[config.mk]
export PLATFORM = sky130hd
export DESIGN_NAME = neuron_seq
export DESIGN_NICKNAME = d
export VERILOG_FILES = /design/src/rtl/neuron_pkg.sv /design/src/rtl/neuron_mac.sv /design/src/rtl/neuron_seq.sv
export SDC_FILE = /design/constraint.sdc
export NUM_CORES = 1
export LEC_CHECK = 0
export CORE_UTILIZATION = 27
export CTS_CLUSTER_SIZE = 16
export DETAILED_ROUTE_END_ITERATION = 16
export PLACE_DENSITY = 0.47
export SETUP_SLACK_MARGIN = 0.4
export SLEW_MARGIN = 20
export SYNTH_ARGS = -nofsm -noshare
export SYNTH_HDL_FRONTEND = slang
export SYNTH_SLANG_ARGS = --single-unit
[constraint.sdc]
create_clock -name clk -period 19.1 [get_ports clk]
set_input_delay 2.865 -clock clk [delete_from_list [all_inputs] [get_ports clk]]
set_output_delay 2.865 -clock clk [all_outputs]
set_load 0.01 [all_outputs]
[src/rtl/neuron_pkg.sv]
// neuron_pkg: shared definitions for the neuron load/compute sequencer.
//   - sel_e    : command codes carried on sel
//   - state_e  : compute FSM states
//   - widths   : byte, product and accumulator widths; load lengths
//   - relu_sat : clamp a signed accumulator to an unsigned 8-bit output
package neuron_pkg;

  localparam int W_BYTE    = 8;
  localparam int PROD_W    = 17;  // signed 8b x unsigned 8b
  localparam int ACC_W     = 19;  // four products without overflow
  localparam int W_NIBBLES = 8;   // 4 weight bytes
  localparam int D_NIBBLES = 32;  // 16 data bytes

  typedef enum logic [1:0] {
    SEL_CLR   = 2'b00,
    SEL_LDW   = 2'b01,
    SEL_LDD   = 2'b10,
    SEL_START = 2'b11
  } sel_e;

  typedef enum logic [1:0] {
    IDLE,
    MAC,
    EMIT
  } state_e;

  // Negative -> 0, anything above 255 -> 255, else the low byte.
  function automatic logic [W_BYTE-1:0] relu_sat(input logic signed [ACC_W-1:0] a);
    if (a[ACC_W-1])
      return '0;
    else if (|a[ACC_W-2:W_BYTE])
      return '1;
    else
      return a[W_BYTE-1:0];
  endfunction

endpackage

[src/rtl/neuron_mac.sv]
// neuron_mac: signed-weight x unsigned-sample multiply-accumulate.
//   clk, rst : clock, synchronous active-high reset
//   clr      : zero the accumulator (wins over en)
//   en       : add w*x into the accumulator this cycle
//   w        : signed 8-bit weight
//   x        : unsigned 8-bit sample
//   sum_sat  : ReLU/saturated value of (acc + w*x), i.e. what the
//              accumulator holds after this cycle's add
module neuron_mac
  import neuron_pkg::*;
(
  input  logic              clk,
  input  logic              rst,
  input  logic              clr,
  input  logic              en,
  input  logic [W_BYTE-1:0] w,
  input  logic [W_BYTE-1:0] x,
  output logic [W_BYTE-1:0] sum_sat
);

  logic signed [ACC_W-1:0]  acc;
  logic signed [PROD_W-1:0] w_ext;
  logic signed [PROD_W-1:0] x_ext;
  logic signed [PROD_W-1:0] prod;
  logic signed [ACC_W-1:0]  sum;

  // Weight is sign-extended, sample zero-extended, so the multiply is
  // effectively signed x unsigned in a signed 17-bit container.
  assign w_ext   = {{(PROD_W-W_BYTE){w[W_BYTE-1]}}, w};
  assign x_ext   = {{(PROD_W-W_BYTE){1'b0}}, x};
  assign prod    = w_ext * x_ext;
  assign sum     = acc + ACC_W'(prod);
  assign sum_sat = relu_sat(sum);

  // NOTE: clocked state is always written with <= so every register
  // samples the pre-edge values of its neighbours, regardless of order.
  always_ff @(posedge clk) begin
    if (rst || clr)
      acc <= '0;
    else if (en)
      acc <= sum;
  end

endmodule

[src/rtl/neuron_seq.sv]
// neuron_seq: nibble loader and MAC scheduler for the tiny neuron.
//   clk, rst      : clock, synchronous active-high reset
//   nib_in        : 4-bit load payload
//   sel           : 00 clear, 01 load weight nibble, 10 load data nibble, 11 start
//   cmd_valid     : qualifies sel/nib_in for one cycle
//   weights       : 4 x signed byte, first nibble loaded lands in [31:28]
//   data          : 16 x unsigned byte, first nibble loaded lands in [127:124]
//   w_full/d_full : load of the respective register is complete
//   busy          : compute in progress
//   result        : last neuron output (held between strobes)
//   result_valid  : one-cycle strobe per result
//   result_last   : accompanies the fourth strobe
//   err           : sticky command error, cleared only by clear or reset
module neuron_seq
  import neuron_pkg::*;
(
  input  logic                      clk,
  input  logic                      rst,
  input  logic [3:0]                nib_in,
  input  logic [1:0]                sel,
  input  logic                      cmd_valid,
  output logic [4*W_BYTE-1:0]       weights,
  output logic [16*W_BYTE-1:0]      data,
  output logic                      w_full,
  output logic                      d_full,
  output logic                      busy,
  output logic [W_BYTE-1:0]         result,
  output logic                      result_valid,
  output logic                      result_last,
  output logic                      err
);

  localparam int WC_W = $clog2(W_NIBBLES + 1);
  localparam int DC_W = $clog2(D_NIBBLES + 1);

  sel_e            cmd;
  state_e          state, state_nxt;
  logic [WC_W-1:0] w_cnt;
  logic [DC_W-1:0] d_cnt;
  logic [1:0]      s_idx;   // sample 0..3
  logic [1:0]      k_idx;   // tap 0..3
  logic            start_ok;
  logic            mac_clr;
  logic            mac_en;
  logic [4:0]      w_off;
  logic [6:0]      d_off;
  logic [W_BYTE-1:0] w_byte;
  logic [W_BYTE-1:0] x_byte;
  logic [W_BYTE-1:0] sum_sat;

  assign cmd      = sel_e'(sel);
  assign w_full   = (w_cnt == WC_W'(W_NIBBLES));
  assign d_full   = (d_cnt == DC_W'(D_NIBBLES));
  assign busy     = (state != IDLE);
  assign start_ok = cmd_valid && (state == IDLE) && (cmd == SEL_START) && w_full && d_full;

  // Byte 0 sits in the top bits, so the bit offset is (last_index - i) * 8;
  // inverting the index gives last_index - i without a subtractor.
  assign w_off  = {~k_idx, 3'b000};
  assign d_off  = {~{s_idx, k_idx}, 3'b000};
  assign w_byte = weights[w_off +: W_BYTE];
  assign x_byte = data[d_off +: W_BYTE];

  assign mac_clr = start_ok || (state == EMIT);
  assign mac_en  = (state == MAC);

  neuron_mac u_mac (
    .clk     (clk),
    .rst     (rst),
    .clr     (mac_clr),
    .en      (mac_en),
    .w       (w_byte),
    .x       (x_byte),
    .sum_sat (sum_sat)
  );

  always_ff @(posedge clk) begin
    if (rst)
      state <= IDLE;
    else
      state <= state_nxt;
  end

  // NOTE: the default assignment first means every path assigns
  // state_nxt, so no latch is inferred.
  always_comb begin
    state_nxt = state;
    unique case (state)
      IDLE: if (start_ok) state_nxt = MAC;
      MAC:  if (k_idx == 2'd3) state_nxt = EMIT;
      EMIT: state_nxt = (s_idx == 2'd3) ? IDLE : MAC;
      default: state_nxt = IDLE;
    endcase
  end

  // Load/clear handling and command error tracking.
  always_ff @(posedge clk) begin
    if (rst) begin
      weights <= '0;
      data    <= '0;
      w_cnt   <= '0;
      d_cnt   <= '0;
      err     <= 1'b0;
    end else if (cmd_valid) begin
      if (state != IDLE) begin
        err <= 1'b1;
      end else begin
        unique case (cmd)
          SEL_CLR: begin
            weights <= '0;
            data    <= '0;
            w_cnt   <= '0;
            d_cnt   <= '0;
            err     <= 1'b0;
          end
          SEL_LDW: begin
            if (w_full) begin
              err <= 1'b1;
            end else begin
              weights <= {weights[4*W_BYTE-5:0], nib_in};
              w_cnt   <= w_cnt + 1'b1;
            end
          end
          SEL_LDD: begin
            if (d_full) begin
              err <= 1'b1;
            end else begin
              data  <= {data[16*W_BYTE-5:0], nib_in};
              d_cnt <= d_cnt + 1'b1;
            end
          end
          SEL_START: begin
            if (!(w_full && d_full)) err <= 1'b1;
          end
          default: ;
        endcase
      end
    end
  end

  // Sample/tap indices and result register. The result is captured on
  // the edge that ends the fourth MAC cycle, so it and its strobe are
  // visible during the EMIT cycle.
  always_ff @(posedge clk) begin
    if (rst) begin
      s_idx        <= '0;
      k_idx        <= '0;
      result       <= '0;
      result_valid <= 1'b0;
      result_last  <= 1'b0;
    end else begin
      result_valid <= 1'b0;
      result_last  <= 1'b0;
      if (start_ok) begin
        s_idx <= '0;
        k_idx <= '0;
      end else if (state == MAC) begin
        k_idx <= k_idx + 1'b1;
        if (k_idx == 2'd3) begin
          result       <= sum_sat;
          result_valid <= 1'b1;
          result_last  <= (s_idx == 2'd3);
        end
      end else if (state == EMIT) begin
        k_idx <= '0;
        s_idx <= s_idx + 1'b1;
      end
    end
  end

endmodule

# Word-level counts from Yosys, hierarchy flattened
# Cells that the tools add are included.
[totals] wordCells=87 register_bits=206 input_bits=9 out_inout_bits=174
[classes] n_mux=22 eq_ne=16 n_reduce_logical=23 n_addsub=5 bitwise=6 n_mul=1 shifts=2
[op_table] op="128-bit case mux with 2 select lines" n=1
[op_table] op="128-bit 2-to-1 mux" n=1
[op_table] op="128-bit by 8-bit indexed part select with 8-bit output" n=1
[op_table] op="32-bit case mux with 2 select lines" n=1
[op_table] op="32-bit 2-to-1 mux" n=1
[op_table] op="32-bit by 6-bit indexed part select with 8-bit output" n=1
[op_table] op="19-bit by 17-bit adder with 19-bit output" n=1
[op_table] op="8-bit by 9-bit multiplier with 17-bit output" n=1
[op_table] op="8-bit 2-to-1 mux" n=2
[op_table] op="6-bit case mux with 2 select lines" n=1
[op_table] op="4-bit AND reduction" n=3
[op_table] op="2-bit equality test (second input constant)" n=5
[op_table] op="10-bit OR reduction" n=1
[op_table] op="3-bit inequality test (second input constant)" n=3
[op_table] op="2-bit 2-to-1 mux" n=4
[op_table] op="4-bit case mux with 2 select lines" n=1
[op_table] op="2-bit nonzero test" n=4
[op_table] op="6-bit by 1-bit adder with 6-bit output (second input constant)" n=1
[op_table] op="6-bit equality test (second input constant)" n=1
[op_table] op="1-bit 2-to-1 mux" n=6
[op_table] op="6-bit 2-to-1 mux" n=1
[op_table] op="2-bit inequality test (second input constant)" n=3
[op_table] op="2-bit case mux with 3 select lines" n=1
[op_table] op="1-bit logical AND" n=5
[op_table] op="17 further kinds" n=25

# Longest topological paths before layout
[depth] depth_word=7 depth_mapped=25 mapped_depth_nobuf=21

# Hierarchy
# From an unflattened synthesis, not the netlist that was laid out.
[unflattened] cells_unflattened=1338 hier_area_um2=11890.2
[by_module_without_submodules] module="neuron_seq" instances=1 seq_area_each_um2=3743.6 cells_per_inst=922 area_per_inst_um2=8162.8
[by_module_without_submodules] module="neuron_mac" instances=1 seq_area_each_um2=380.4 cells_per_inst=416 area_per_inst_um2=3727.3

# Least setup slack after synthesis
# Ideal clock, no wire load.
[synth_timing] kind="register to register" from="register k_idx[0]" to="register result[0]" slack_ns=12.274 setup_ns=0.141 period_less_slack_ns=6.826 required_ns=18.959 path_buffers=2 stages_incl_launch_ff=21 t_arrival_ns=6.685 path_cell_list="dfxtp_1 > buf_2 > buf_1 > mux4_2 > mux4_2 > and2_1 > fa_1 > inv_1 > fa_1 > fa_1 > fa_1 > inv_1 > fa_1 > ha_1 > o211a_1 > o31ai_1 > a21oi_1 > o311ai_1 > or4_1 > nor2_1 > a31oi_1"
[synth_via] elab_chain_cells=7 elab_cells_between_ends=11 cone_classes="1 x add/sub; 1 x mul; 1 x eq/ne; 2 x shift; 2 x mux; 2 x bitwise; 2 x reduce/logical"
[synth_rtl] element="from (decl)" line="neuron_seq.sv:41" rtl="logic [1:0] k_idx;"
[synth_rtl] element="from (signal assigned)" line="neuron_seq.sv:158" rtl="k_idx <= k_idx + 1'b1;"
[synth_rtl] element="4-bit NOT or 2-bit NOT (tied branches)" line="neuron_seq.sv:60, neuron_seq.sv:59"
[synth_rtl] element="128-bit by 8-bit indexed part select with 8-bit output or 32-bit by 6-bit indexed part select with 8-bit output (tied branches)" line="neuron_seq.sv:62, neuron_seq.sv:61"
[synth_rtl] element="8-bit by 9-bit multiplier with 17-bit output" line="neuron_mac.sv:31" rtl="assign prod = w_ext * x_ext;"
[synth_rtl] element="19-bit by 17-bit adder with 19-bit output" line="neuron_mac.sv:32" rtl="assign sum = acc + ACC_W'(prod);"
[synth_rtl] element="10-bit OR reduction" line="neuron_pkg.sv:31" rtl="else if (|a[ACC_W-2:W_BYTE])"
[synth_rtl] element="8-bit 2-to-1 mux" line="neuron_pkg.sv:31"
[synth_rtl] element="8-bit 2-to-1 mux" line="neuron_pkg.sv:29" rtl="if (a[ACC_W-1])"
[synth_rtl] element="to (signal assigned)" line="neuron_seq.sv:160" rtl="result <= sum_sat;"
[synth_rtl] element="to (decl)" line="neuron_seq.sv:27" rtl="output logic [W_BYTE-1:0] result,"
# Several ways; a longest one is shown, not always the timed one.
# A chain may end at the register's enable or synchronous reset.

# Worst setup path in the final report
[layout_timing] from="register k_idx[0]" to="register result[6]"
# Same word-level chain as after synthesis.

==> impl_metrics.tcl <==
set metrics [dict create \
    routed_wirelength_um 38000 \
    nNetsFinal 1483 \
    drive_gt1_frac 0.0881 \
    postCtsSetupBuffers 0 \
    antenna_found_initial 0 \
    required_ns 19.50 \
    gr-usage-met3 0.0334 \
    syn_nets 1343 \
    cts_hold_buf 0 \
    grt.busiest_layer "met2" \
    min_period_ns 7.51 \
    synthToLayoutAreaGrowth_pct 26.7 \
    tns_ns 0 \
    finalSetupViolCount 0 \
    syn_area_um2 11600 \
    max_stage_delay_ns 0.82 \
    worstMarginPinSlew_ns 1.07 \
    yosysUniqueCellTypes 55 \
    clk_latency_ns 0.56 \
    drc 0 \
    synth_fa_ha_area_frac 0.159 \
    cts.repair.resized 0 \
    fill_cells 4307 \
    clockRootBuffer "clkbuf_16" \
    firstDrtPassIters 5 \
    wire_per_inst_um 19.8 \
    synth_top_family_by_area "adder cells" \
    yosysSeqAreaShare 0.355 \
    port_buffers 182 \
    grt_use_met2 0.272 \
    hold_violations 0 \
    clock_path_buffers 3 \
    ir_drop_mv 0.0544 \
    cts-htree-levels 1 \
    layout_common_cells "204 x dfxtp_1, 183 x nor2_1, 181 x clkdlybuf4s50_1" \
    n_antenna_cell 0 \
    arrival_ns 7.91 \
    power_density_nw_per_um2 63.9 \
    drv_slew 0 \
    p_total_mw 0.940 \
    tritoncts "done" \
    clkSinkCount 206 \
    maxCapViolCount 0 \
    via_per_inst 5.02 \
    multiInputGateArea_um2 6840 \
    crit_buf_inv 3 \
    design.die.area_um2 43900 \
    num_rows 75 \
    fin_util 0.349 \
    register_area_um2 4130 \
    status "completed" \
    grt_pass1_wl_um 58700 \
    path_class "flop to flop" \
    synthArstFlopShare 0 \
    synth_compound_area_frac 0.149 \
    leakagePower_nw 5.65 \
    synthCells 1217 \
    yosysWarnings 0 \
    fp.coreArea_um2 42200 \
    grt_pass1_vias 9494 \
    placed_area_um2 13900 \
    drtIter0Drc 692 \
    synthSimpleGateAreaFrac 0.144 \
    initial_core_util 0.275 \
    syn_avg_cell_area_um2 9.55 \
    period_share 0.393 \
    yosys.area_share.xor_xnor 0.0194 \
    num_vias 9597 \
    ant_nets 0 \
    synth.area.mux_share 0.116 \
    start_kind "flop" \
    pin_count 183 \
    cp_slowest_cell "o21ai_1" \
    synth_edf_count 0 \
    max_freq_mhz 133 \
    rsz0062_at_grt "false" \
    ys_ff_latch 206 \
    dieHeight_um 209 \
    place_congestion 0.805 \
    cp-end-kind "flop" \
    finalClockSkew_ns 0.0150 \
    die_w_um 209 \
    met1_usage 0.237 \
    crit_chain "buf_4 -> mux4_2 -> mux4_2 -> and2_1 -> fa_1 -> inv_1 -> fa_1 -> fa_1 -> fa_1 -> inv_1 -> fa_1 -> ha_1 -> o211a_1 -> o31ai_1 -> a21oi_1 -> o21ai_1 -> xnor2_2 -> a221oi_1 -> a31oi_1" \
    hpwl_um 27500 \
    whs_ns 0.465 \
    grt-ovfl-total 0 \
    numCtsBuffers 25 \
    hold_class "flop to flop" \
    max-slew-margin-rel 0.284 \
    path_max_fanout 43 \
    fin_area_um2 14700 \
    path_common_cell "fa_1" \
    grt_usage 0.171 \
    clk_pin_slew_ns 0.06 \
    final_common_cell "dfxtp_1" \
    grt_start_max_net_pins 110 \
    yosys_most_used_dff "dfxtp_1" \
    path_delay_family "adder cells" \
]
stage by stage:
step,std cells,worst slack (ns)
floorplan,1217,12.27
global placement,1869,11.70
detailed placement,1869,11.56
CTS,1913,11.53
global route,1913,11.04
finish,1913,11.59
worst reg2reg max path, stage by stage, from the launching register on:
cell	delay, ns
dfxtp_2	0.31
buf_4	0.61
mux4_2	0.63
mux4_2	0.59
and2_1	0.21
fa_1	0.54
inv_1	0.06
fa_1	0.55
fa_1	0.42
fa_1	0.49
inv_1	0.05
fa_1	0.45
ha_1	0.34
o211a_1	0.26
o31ai_1	0.10
a21oi_1	0.21
o21ai_1	0.83
xnor2_2	0.32
a221oi_1	0.34
a31oi_1	0.07
flip-flops by register name (all words and copies together), names as in the netlist:
register and flops:
result_last 1, state 2, u_mac.acc 19, w_cnt 4
k_idx 2, data 128, weights 32, err 1
s_idx 2, result 8, result_valid 1, d_cnt 6
power breakdown:
part / leakage [nW] / internal (mW) / switching (mW) / total [mW]
clock network: 0.401 / 0.278 / 0.202 / 0.479
logic: 3.59 / 0.00605 / 0.0229 / 0.0289
registers: 1.66 / 0.431 / 0.00134 / 0.432
synth_stat cells (5+ instances only):
master,instances,area [µm²]
ha_1,66,826
a31oi_1,9,56.3
a21oi_1,54,270
buf_1,10,37.5
o21ai_0,11,55.1
xor2_1,9,78.8
a221oi_1,8,70.1
mux2i_1,25,250
clkbuf_1,57,214
fa_1,51,1020
nor2b_1,5,31.3
a22oi_1,130,976
xnor2_1,13,114
nor3_1,6,30.0
inv_1,90,338
mux4_2,47,1060
and2_1,33,206
nand3_1,49,245
dfxtp_1,206,4120
a211oi_1,6,45.0
nor2_1,183,687
buf_2,10,50.1
nand2_1,78,293
per-layer routing:
layer  vias up  part of all wire
met3        62             0.052
met4         0             0.027
li1       4571                 -
met2       282              0.45
met5         -                 0
met1      4682              0.47
area by class of cell:
type / instances / share of cell area
Clock inverter: 12 / 0.00774
Clock buffer: 32 / 0.0484
Inverter: 91 / 0.0232
Tap cell: 539 / 0.0458
Multi-Input combinational cell: 840 / 0.465
Timing Repair Buffer: 193 / 0.130
Sequential cell: 206 / 0.280
worst paths after layout:
kind            startpoint            end  slack [ns]  cells after the start
max               k_idx[0]      result[6]       11.59                     19
min          u_mac.acc[17]  u_mac.acc[17]        0.47                      2
max reg2reg       k_idx[0]      result[6]       11.59                     19
min reg2reg  u_mac.acc[17]  u_mac.acc[17]        0.47                      2
cell families (layout without fill, tap and decap cells):
kind of cell | Yosys count | after routing
xor+xnor | 24 | 24
buf+inv | 171 | 328
simple gates | 377 | 377
fa+ha+maj | 117 | 117
flops | 206 | 206
mux | 75 | 75
compound gates | 247 | 247
Power figures use the tool's default switching activity.
